<file path="src/rtl/sb_pkg.sv">
// sb_pkg -- shared constants for the switch box: side indices, select
// encodings, config word field offsets and widths.
// Build option: SWITCH_BOX_PIPE_REG_EN enables the per-side output registers
// (config bits [11:8] become writable register enables).
package sb_pkg;

    localparam int NUM_SIDES = 4;
    localparam int SIDE_0    = 0;
    localparam int SIDE_1    = 1;
    localparam int SIDE_2    = 2;
    localparam int SIDE_3    = 3;

    // Select codes 0..2 pick among the other three sides, 3 picks the PE.
    typedef enum logic [1:0] {
        SEL_0  = 2'd0,
        SEL_1  = 2'd1,
        SEL_2  = 2'd2,
        SEL_PE = 2'd3
    } sel_e;

    localparam int SEL_W       = 2;
    localparam int CFG_SEL_OFS = 0;   // [2s+1:2s] select for side s
    localparam int CFG_REN_OFS = 8;   // [8+s] register enable for side s
    localparam int CFG_USED_W  = 12;  // bits actually stored per track
    localparam int CFG_WORD_W  = 32;  // bus width of a config word

`ifdef SWITCH_BOX_PIPE_REG_EN
    localparam logic [CFG_USED_W-1:0] CFG_WR_MASK = 12'hFFF;
`else
    localparam logic [CFG_USED_W-1:0] CFG_WR_MASK = 12'h0FF;
`endif

    // Map a 0..2 select on output side out_side to the source side index:
    // the remaining sides in ascending order, skipping out_side itself.
    function automatic logic [1:0] src_side(input logic [1:0] out_side,
                                            input logic [1:0] sel);
        return (sel < out_side) ? sel : sel + 2'd1;
    endfunction

endpackage

</file>
<file path="src/rtl/sb_track_mux.sv">
// sb_track_mux -- one track of the switch box: four 4:1 muxes, one per
// output side, plus optional per-side output registers.
// Build option: SWITCH_BOX_PIPE_REG_EN adds the output registers.
module sb_track_mux
    import sb_pkg::*;
#(
    parameter int WIDTH = 16
) (
    input  logic                                 clk_i,
    input  logic                                 rst_n_i,
    input  logic                                 stall_i,
    input  logic [NUM_SIDES-1:0][WIDTH-1:0]      in_i,
    input  logic [WIDTH-1:0]                     pe_i,
    input  logic [CFG_USED_W-1:0]                cfg_i,
    output logic [NUM_SIDES-1:0][WIDTH-1:0]      out_o
);

    logic [NUM_SIDES-1:0][WIDTH-1:0] mux_d;

    // Per-side source selection from the current track inputs or the PE.
    always_comb begin
        mux_d = '0;
        for (int s = 0; s < NUM_SIDES; s++) begin
            if (cfg_i[CFG_SEL_OFS+SEL_W*s +: SEL_W] == SEL_PE)
                mux_d[s] = pe_i;
            else
                mux_d[s] = in_i[src_side(2'(s), cfg_i[CFG_SEL_OFS+SEL_W*s +: SEL_W])];
        end
    end

`ifdef SWITCH_BOX_PIPE_REG_EN
    logic [NUM_SIDES-1:0][WIDTH-1:0] out_q;

    // Output registers load every unstalled cycle, whether or not selected,
    // so the mux result always goes through the old config at a config edge.
    always_ff @(posedge clk_i or negedge rst_n_i) begin
        if (!rst_n_i)
            out_q <= '0;
        else if (!stall_i)
            out_q <= mux_d;
    end

    // Per-side choice between the registered and the combinational path.
    always_comb begin
        out_o = mux_d;
        for (int s = 0; s < NUM_SIDES; s++)
            if (cfg_i[CFG_REN_OFS+s])
                out_o[s] = out_q[s];
    end
`else
    // Purely combinational build: clock, reset, stall and enables are idle.
    logic unused_ok;
    assign unused_ok = ^{clk_i, rst_n_i, stall_i, cfg_i[CFG_USED_W-1:CFG_REN_OFS]};
    assign out_o     = mux_d;
`endif

endmodule

</file>
<file path="src/rtl/switch_box_cfg.sv">
// switch_box_cfg -- configurable 4-sided switch box with per-track config
// words, registered config readback and optional output pipeline registers.
// Build option: SWITCH_BOX_PIPE_REG_EN enables output registers and stall.
module switch_box_cfg
    import sb_pkg::*;
#(
    parameter int WIDTH      = 16,
    parameter int NUM_TRACKS = 4,
    parameter int CFG_ADDR_W = 8
) (
    input  logic                              clk,
    input  logic                              rst_n,
    input  logic [4*NUM_TRACKS*WIDTH-1:0]     in_bus,
    input  logic [WIDTH-1:0]                  pe_output,
    output logic [4*NUM_TRACKS*WIDTH-1:0]     out_bus,
    input  logic                              stall,
    input  logic                              config_en,
    input  logic                              config_we,
    input  logic [CFG_ADDR_W-1:0]             config_addr,
    input  logic [CFG_WORD_W-1:0]             config_data,
    output logic [CFG_WORD_W-1:0]             config_rd_data
);

    localparam int IDX_W = (NUM_TRACKS > 1) ? $clog2(NUM_TRACKS) : 1;

    logic [NUM_TRACKS-1:0][CFG_USED_W-1:0] cfg_q, cfg_d;
    logic [CFG_WORD_W-1:0]                 rd_q, rd_d;
    logic                                  addr_ok;
    logic [IDX_W-1:0]                      idx;

    assign addr_ok = ({1'b0, config_addr} < (CFG_ADDR_W+1)'(NUM_TRACKS));
    assign idx     = config_addr[IDX_W-1:0];

    // Upper write-data bits carry no state.
    logic unused_data;
    assign unused_data = ^config_data[CFG_WORD_W-1:CFG_USED_W];

    // Config write/read decode; out-of-range writes drop, reads return 0.
    always_comb begin
        cfg_d = cfg_q;
        rd_d  = rd_q;
        if (config_en && config_we && addr_ok)
            cfg_d[idx] = config_data[CFG_USED_W-1:0] & CFG_WR_MASK;
        if (config_en && !config_we)
            rd_d = addr_ok ? CFG_WORD_W'(cfg_q[idx]) : '0;
    end

    // Config store and readback register; reset discards any in-flight write.
    always_ff @(posedge clk or negedge rst_n) begin
        if (!rst_n) begin
            cfg_q <= '0;
            rd_q  <= '0;
        end else begin
            cfg_q <= cfg_d;
            rd_q  <= rd_d;
        end
    end

    assign config_rd_data = rd_q;

    for (genvar t = 0; t < NUM_TRACKS; t++) begin : g_trk
        logic [NUM_SIDES-1:0][WIDTH-1:0] trk_in, trk_out;

        for (genvar s = 0; s < NUM_SIDES; s++) begin : g_side
            assign trk_in[s] = in_bus[((s*NUM_TRACKS+t)*WIDTH) +: WIDTH];
            assign out_bus[((s*NUM_TRACKS+t)*WIDTH) +: WIDTH] = trk_out[s];
        end

        sb_track_mux #(.WIDTH(WIDTH)) u_trk (
            .clk_i   (clk),
            .rst_n_i (rst_n),
            .stall_i (stall),
            .in_i    (trk_in),
            .pe_i    (pe_output),
            .cfg_i   (cfg_q[t]),
            .out_o   (trk_out)
        );
    end

endmodule
</file>
<file path="config.mk">
export PLATFORM = sky130hd
export DESIGN_NAME = switch_box_cfg
export DESIGN_NICKNAME = d
export VERILOG_FILES = /design/src/rtl/sb_pkg.sv /design/src/rtl/sb_track_mux.sv /design/src/rtl/switch_box_cfg.sv
export SDC_FILE = /design/constraint.sdc
export NUM_CORES = 1
export LEC_CHECK = 0
export ABC_CLOCK_PERIOD_IN_PS = 4890
export CORE_AREA = 2 2 234 236
export DETAILED_ROUTE_END_ITERATION = 12
export DIE_AREA = 0 0 236 238
export SYNTH_ARGS = -nofsm -noshare
export SYNTH_HDL_FRONTEND = slang
export SYNTH_SLANG_ARGS = --single-unit
</file>
<file path="constraint.sdc">
create_clock -name clk -period 4.89 [get_ports clk]
set_input_delay 0.7335 -clock clk [delete_from_list [all_inputs] [get_ports clk]]
set_output_delay 0.7335 -clock clk [all_outputs]
set_load 0.02 [all_outputs]
</file>
**Word level (Yosys, flattened, before mapping)**

Index checks and enable logic that the tools add are counted.

- $add $sub $neg: 16
- Magnitude comparators: 35
- Equal/unequal tests: 16
- Mux-type cells: 70
- Reduce and logical (&&, ||, !) cells: 5

Operators by type and width:

| operator | count |
|---|---|
| $bmux W16 S2 | 16 |
| $mux W16 | 32 |
| $lt A2 B3 Y1 const B | 17 |
| $bwmux W48 | 1 |
| $mux W12 | 3 |
| $add A2 B1 Y2 const B | 16 |
| $eq A2 B2 Y1 const B | 16 |
| $mux W2 | 16 |
| $bmux W12 S2 | 1 |
| $demux W12 S2 | 1 |
| $lt A2 B1 Y1 const B | 8 |
| $lt A2 B2 Y1 const B | 8 |
| $lt A8 B3 Y1 const B | 1 |
| $logic_and A1 B1 Y1 | 4 |
| $ge A2 B1 Y1 const B | 1 |
| $logic_not A1 Y1 | 1 |

- Register bits: 80
- Bits of input ports: 317
- Word-level logic and storage cells: 147

**Logic depth before layout (Yosys ltp)**

Gate-level depths: netlist (run 1).

- Depth after elaboration: 5
- Gate-level depth with buffers: 6
- Mapped depth without buffers: 4

**By module**

From an unflattened synthesis (run 1), not the netlist that was laid out.

- Cells, all modules: 1,214
- Area total of the unflattened synthesis: 13,198.9 um^2

Modules (own cells, without submodules):

| module | times used | cells an instance | area each (um^2) |
|---|---|---|---|
| sb_track_mux | 4 | 271 | 2,805.2 |
| switch_box_cfg | 1 | 130 | 1,978.1 |

**Least setup slack after synthesis (run 1)**

Ideal clock, no wire load.

- Path kind: reg2out
- Start: reg cfg_q[4] (netlist bit)
- End: out out_bus[133]
- Data arrival time: 2.221 ns
- Slack: 1.936 ns
- Cell stages (with the launch flop): 7
- Path buffers: 2
- Cell sequence: dfrtp_1 -> inv_1 -> ha_1 -> clkbuf_1 -> buf_2 -> mux4_2 -> mux2_2

- Word-level cells in the longest chain between the ends: 5

Ends and longest elaborated chain:

| element | RTL line | RTL |
|---|---|---|
| start, declared | switch_box_cfg.sv:26 | `logic [NUM_TRACKS-1:0][CFG_USED_W-1:0] cfg_q, cfg_d;` |
| start signal, assigned | switch_box_cfg.sv:54 | `cfg_q <= cfg_d;` |
| $add A2 B1 Y2 or $lt A2 B2 Y1 (tied branches) | sb_pkg.sv:37 | `return (sel < out_side) ? sel : sel + 2'd1;` |
| $mux W2 | sb_pkg.sv:37 |  |
| $bmux W16 S2 | sb_track_mux.sv:27 | `mux_d[s] = in_i[src_side(2'(s), cfg_i[CFG_SEL_OFS+SEL_W*s +: SEL_W])];` |
| $mux W16 (implied by the code) | sb_track_mux.sv:27 |  |
| $mux W16 * | sb_track_mux.sv:24 | `if (cfg_i[CFG_SEL_OFS+SEL_W*s +: SEL_W] == SEL_PE)` |
| end, declared | switch_box_cfg.sv:15 | `output logic [4*NUM_TRACKS*WIDTH-1:0] out_bus,` |

Mark *: on every way between the ends. The rest lies on a longest branch, timed or not. The select of a mux whose other input is x is not followed.

**Worst setup path in the final report (run 1)**

- Start: reg cfg_q[26] (netlist bit)
- End: out out_bus[101]

- Word-level cells in the longest chain between the ends: 5

Ends and longest elaborated chain:

| element | RTL line |
|---|---|
| $add A2 B1 Y2 or $lt A2 B1 Y1 (tied branches) | sb_pkg.sv:37 |
| $mux W2 | sb_pkg.sv:37 |
| $bmux W16 S2 | sb_track_mux.sv:27 |
| $mux W16 (implied by the code) | sb_track_mux.sv:27 |
| $mux W16 * | sb_track_mux.sv:24 |

Marks and branches as above.

==> run summary, run 1 <==
dpl cells = 1879
placed cell area = 16700 sq um
Synth Flop Type = dfrtp_1
dominant cell type by area after synthesis = mux4_2
status = finished clean
most frequent cell after synthesis = mux4_2
initial antenna violation count = 3
Worst-Margin Slew = 1.23 ns
post-synthesis async set-or-reset flop share = 1.00
Clock Sinks = 40
root buf cell = clkbuf_16
routed via count = 10100
vias in the first global route = 10600
H-Tree Level Count = 2
largest net degree at the start of global routing = 41
crit end category = output port
drt pass-1 iters = 4
Die H = 238 microns
# resized after CTS = 0
post-CTS setup buffer count = 0
DRC = 0
share of cells above drive strength 1 = 0.445
RSZ-0062 raised after global routing = false
Core Region = 53500 sq um
deepest clock path buffer count = 2
Layout Nets = 1527
top cell type's share of synthesized area = 0.561
dpl hpwl = 43300 microns
Hold WC Path Type = flip-flop to flip-flop
Starting Density = 0.198
setup tns final = 0 ns
Mapped Cells = 710
global route overflow = 0
Routed WL = 55100 microns
total global routing track utilization = 0.187
Leak = 5.62 nW
fin. max-slew vios = 0
Slew Limit Headroom = 0.181
startpoint types = flip-flop
final worst path period share = 0.768
total of max-cap violations = 0
cells taking the most area after synthesis = mux4_2 56%, mux2_2 24%, dfrtp_1 9.4%, clkbuf_1 2.5%, ha_1 2.4%
GPL Wtd Cong = 0.833
number of flops mapped to enable cells by yosys = 0
Power Density = 131 nW/um^2
Clk Latency, worst-skew pair = 0.28 ns
Final WS setup = 1.14 ns
setup violators final = 0
non-filler cells, final = 1889
die area = 56200 sq um
worst path arrival time = 3.02 ns
CP required = 4.16 ns
Mapped Avg Cell Area = 14.9 sq um
clk slew on worst S/H paths = 0.06 ns
fin crit period = 3.75 ns
I/O Pins = 605
starting DRC count in detailed routing = 686
post-DR vias/cell = 5.34
register area share after synthesis = 0.0944
Antenna Violating Nets Remaining = 0
pre-CTS setup slack = 1.15 ns
first-pass GRT wire length = 77400 microns
wire per inst = 29.1 microns
# hold bufs at CTS = 0
synth-to-layout area growth = 59.0%
Max IR drop VDD = 0.113 mV
worst clock skew = 0.00449 ns
CP max FO = 16
Fmax achieved = 266 MHz
most instantiated cells after synthesis = 264 x mux4_2, 222 x mux2_2, 71 x clkbuf_1, 40 x dfrtp_1, 25 x buf_4
Seq cells post-synth = 40
Synth Warn # = 0
Final Instance Area = 16900 sq um
final hold vios = 0
Std-Cell Rows = 85
Die X = 236 microns
PortBufs = 555
Inserted Clock Buffers = 5
post-synth cell types = 18
Netlist Area Pre-Place = 10600 sq um
CTS tree = done
worst setup path class = flip-flop to output port
[worst max-delay path, cell delays in order (launching register included)]
cell	delay (ns)
dfrtp_1	0.41
inv_1	0.07
ha_2	0.75
mux4_2	0.64
mux2_2	0.28
clkdlybuf4s50_1	0.58
[report_power, final]
part	leakage [nW]	total [mW]	internal, mW	switching, mW
combinational	5.00	1.54	0.851	0.694
clock	0.0667	0.308	0.185	0.123
sequential	0.554	0.351	0.338	0.0129
total	5.62	2.20	1.37	0.830
[placed cells by master (no fill, tap or decap), types with 3 or more instances in the layout]
master,count
ha_1,18
inv_1,8
nor4_4,5
buf_4,29
dfrtp_1,39
clkdlybuf4s50_1,554
clkbuf_16,5
a22o_1,8
conb_1,24
mux4_2,264
mux2_2,222
diode_2,3
[layer usage]
metal / track usage / part of all wire / vias up
li1: - / - / 4016
met1: 0.232 / 0.39 / 5400
met2: 0.330 / 0.51 / 620
met3: 0.0422 / 0.079 / 53
met4: 0.0380 / 0.016 / 2
met5: 0 / 0.00015 / -
[layout make-up]
type	instances	area [sq um]
clock inverter	1	5.00
antenna	3	7.51
clock buffer	6	129
inverter	8	30.0
sequential	40	1000
multi-input combinational	551	9040
timing repair buffer	584	5770
tap	696	871
fill	5308	36600
[through the flow]
step,utilization,hold slack (ns),power [mW]
final,0.315,0.510,2.20
after global routing,0.315,0.522,2.29
after CTS,0.315,0.514,2.22
after detailed placement,0.312,0.495,1.90
after global placement,0.312,0.495,1.89
after floorplan,-,0.438,1.14
[worst paths after layout]
| check | from | cells after the start | slack (ns) | to |
|---|---|---|---|---|
| hold / removal | config_rd_data[2] | 1 | 0.51 | config_rd_data[2] |
| max in group asynchronous | rst_n | 1 | 3.62 | cfg_q[24] |
| hold reg to reg | config_rd_data[2] | 1 | 0.51 | config_rd_data[2] |
| min in group asynchronous | rst_n | 1 | 0.61 | cfg_q[4] |
| setup reg to reg | cfg_q[31] | 3 | 3.11 | config_rd_data[7] |
| setup / recovery | cfg_q[26] | 5 | 1.14 | out_bus[101] |
[state kept, by name, indices dropped and copies added, names as in the netlist]
| name | flops |
|---|---|
| config_rd_data | 8 |
| cfg_q | 32 |
[cells by family after synthesis]
logic type | share of synthesized area
AOI/OAI and AO/OA | 0.00661
adders and majority gates | 0.0236
buffers and inverters | 0.0615
DFF | 0.0944
muxes | 0.799
other | 0.000354
and+or+nand+nor | 0.0146
Power figures use the tool's default switching activity.
==> run 2, diff against run 1 <==
Settings changed: ABC_CLOCK_PERIOD_IN_PS 4890 to 3500, CORE_AREA 2 2 234 236 to 2 2 236 238, DIE_AREA 0 0 236 238 to 0 0 238 240.
Clock period 4.89 ns to 3.5 ns, I/O delays scaled along.
==> run summary, run 2 (same netlist as run 1, synthesis figures left out) <==
status = finished clean (unchanged)
Fill cells = 5439 (was 5308)
Die X = 238 microns (was 236 microns)
RSZ-0062 raised after global routing = false (unchanged)
startpoint types = flip-flop (unchanged)
starting DRC count in detailed routing = 662 (was 686)
most frequent cells in the layout = 552 x clkdlybuf4s50_1, 264 x mux4_2, 222 x mux2_2 (was 554 x clkdlybuf4s50_1, 264 x mux4_2, 222 x mux2_2)
Antenna Violating Nets Remaining = 0 (unchanged)
leading cell type in the layout, fill and taps excluded = clkdlybuf4s50_1 (unchanged)
worst path arrival time = 2.90 ns (was 3.02 ns)
fin crit period = 3.42 ns
initial antenna violation count = 5 (was 3)
CP required = 2.97 ns (was 4.16 ns)
Inserted Clock Buffers = 5 (unchanged)
Starting Density = 0.194 (was 0.198)
die area = 57100 sq um (was 56200 sq um)
Layout Nets = 1566 (was 1527)
dpl hpwl = 44600 microns (was 43300 microns)
family with the most delay on the worst path = buffers and inverters (was multiplexers)
total global routing track utilization = 0.186 (was 0.187)
wire per inst = 29.0 microns (was 29.1 microns)
reg2reg path depth = 3 (unchanged)
largest net degree at the start of global routing = 41 (unchanged)
first-pass GRT wire length = 78300 microns (was 77400 microns)
Worst-Margin Slew = 1.16 ns (was 1.23 ns)
worst setup path class = flip-flop to output port (unchanged)
max reg flops = 32 (unchanged)
WP depth = 6 (was 5)
# hold bufs at CTS = 0 (unchanged)
H-Tree Level Count = 2 (unchanged)
vias in the first global route = 10900 (was 10600)
fin. max-slew vios = 0 (unchanged)
reg2reg setup slack = 1.63 ns (was 3.11 ns)
post-DR vias/cell = 5.31 (was 5.34)
I/O Pins = 605 (unchanged)
global route overflow = 0 (unchanged)
routed via count = 10300 (was 10100)
final worst path period share = 0.978
Max IR drop VDD = 0.238 mV (was 0.113 mV)
setup violators final = 0 (unchanged)
Clk Latency, worst-skew pair = 0.28 ns (about the same)
Slew Limit Headroom = 0.225 (was 0.181)
Std-Cell Rows = 86 (was 85)
Most flops, register = cfg_q (unchanged)
Leak = 5.86 nW (was 5.62 nW)
CTS tree = done (unchanged)
Clock Sinks = 40 (unchanged)
clk slew on worst S/H paths = 0.06 ns (about the same)
Core Region = 54700 sq um (was 53500 sq um)
synth-to-layout area growth = 63.1% (was 59.0%)
total of max-cap violations = 0 (unchanged)
Max stage delay cell, worst path = clkdlybuf4s50_1 (was ha_2)
PortBufs = 555 (unchanged)
Critical Path Max Stage Delay = 0.55 ns (was 0.75 ns)
crit end category = output port (unchanged)
hold slack = 0.394 ns (was 0.510 ns)
deepest clock path buffer count = 2 (unchanged)
drt pass-1 iters = 6 (was 4)
Power Density = 181 nW/um^2 (was 131 nW/um^2)
root buf cell = clkbuf_16 (unchanged)
Hold WC Path Type = input pin to asynchronous set/reset pin (was flip-flop to flip-flop)
Die H = 240 microns (was 238 microns)
Buf/Inv on CP = 3 (was 2)
share of cells above drive strength 1 = 0.464 (was 0.445)
GPL Wtd Cong = 0.867 (was 0.833)
CP max FO = 13 (was 16)
cell chain of the critical path = inv_1, ha_1, buf_12, mux4_2, mux2_2, clkdlybuf4s50_1 (was inv_1, ha_2, mux4_2, mux2_2, clkdlybuf4s50_1)
final hold vios = 0 (unchanged)
post-CTS setup buffer count = 0 (unchanged)
# resized after CTS = 0 (unchanged)
worst clock skew = 0.00146 ns (was 0.00449 ns)
Routed WL = 56200 microns (was 55100 microns)
setup tns final = 0 ns (unchanged)
Fmax achieved = 292 MHz
DRC = 0 (unchanged)
[run 2: cell count changes in the layout (fill, tap and decap cells not counted), sizes merged]
| cell | change |
|---|---|
| clkdlybuf4s50 | -2 |
| buf | +41 |
[run 2: report_power, final]
group	leakage, nW	switching [mW]	internal, mW
clock network	0.0667	0.176	0.259
registers	0.556	0.0187	0.472
logic	5.24	0.989	1.22
total	5.86	1.18	1.95
[run 2: worst paths after layout]
check | start | to
worst max-delay path | cfg_q[28] | out_bus[174]
worst min-delay path | rst_n | cfg_q[5]
worst max register to register | cfg_q[30] | config_rd_data[6]
worst min register to register | config_rd_data[0] | config_rd_data[0]
max in group asynchronous | rst_n | config_rd_data[5]
min in group clk | config_rd_data[0] | config_rd_data[0]
[run 2: through the flow]
stage	total power, mW	std cells	area, sq um	utilization	setup WS (ns)
floorplan	1.60	733	10700	-	0.754
global placement	2.68	1926	17100	0.314	0.380
detailed placement	2.70	1926	17100	0.314	0.398
CTS	3.14	1933	17300	0.316	0.100
global route	3.25	1934	17300	0.316	0.0359
finish	3.14	1936	17300	0.316	0.0762
[run 2: worst register-to-register path, delay by kind of cell, from the launching register on]
kind,cells,cell delay (ns)
flip-flops,1,0.72
multiplexers,1,0.48
buffers and inverters,1,0.36
AO/OA/AOI/OAI,1,0.21
[run 2: routing by layer]
| layer | global-route usage | routed length (microns) |
|---|---|---|
| met1 | 0.227 | 21700 |
| met2 | 0.333 | 28800 |
| met3 | 0.0433 | 4500 |
| met4 | 0.0419 | 1120 |
| met5 | 0 | 41 |
[run 2: layout make-up]
class | instances | area (sq um) | area share
sequential | 40 | 1000 | 0.0579
timing repair buffer | 623 | 6190 | 0.358
inverter | 8 | 30.0 | 0.00174
clock buffer | 6 | 129 | 0.00746
tap | 704 | 881 | 0.0510
clock inverter | 1 | 5.00 | 0.000290
multi-input combinational | 551 | 9040 | 0.523
antenna | 3 | 7.51 | 0.000434
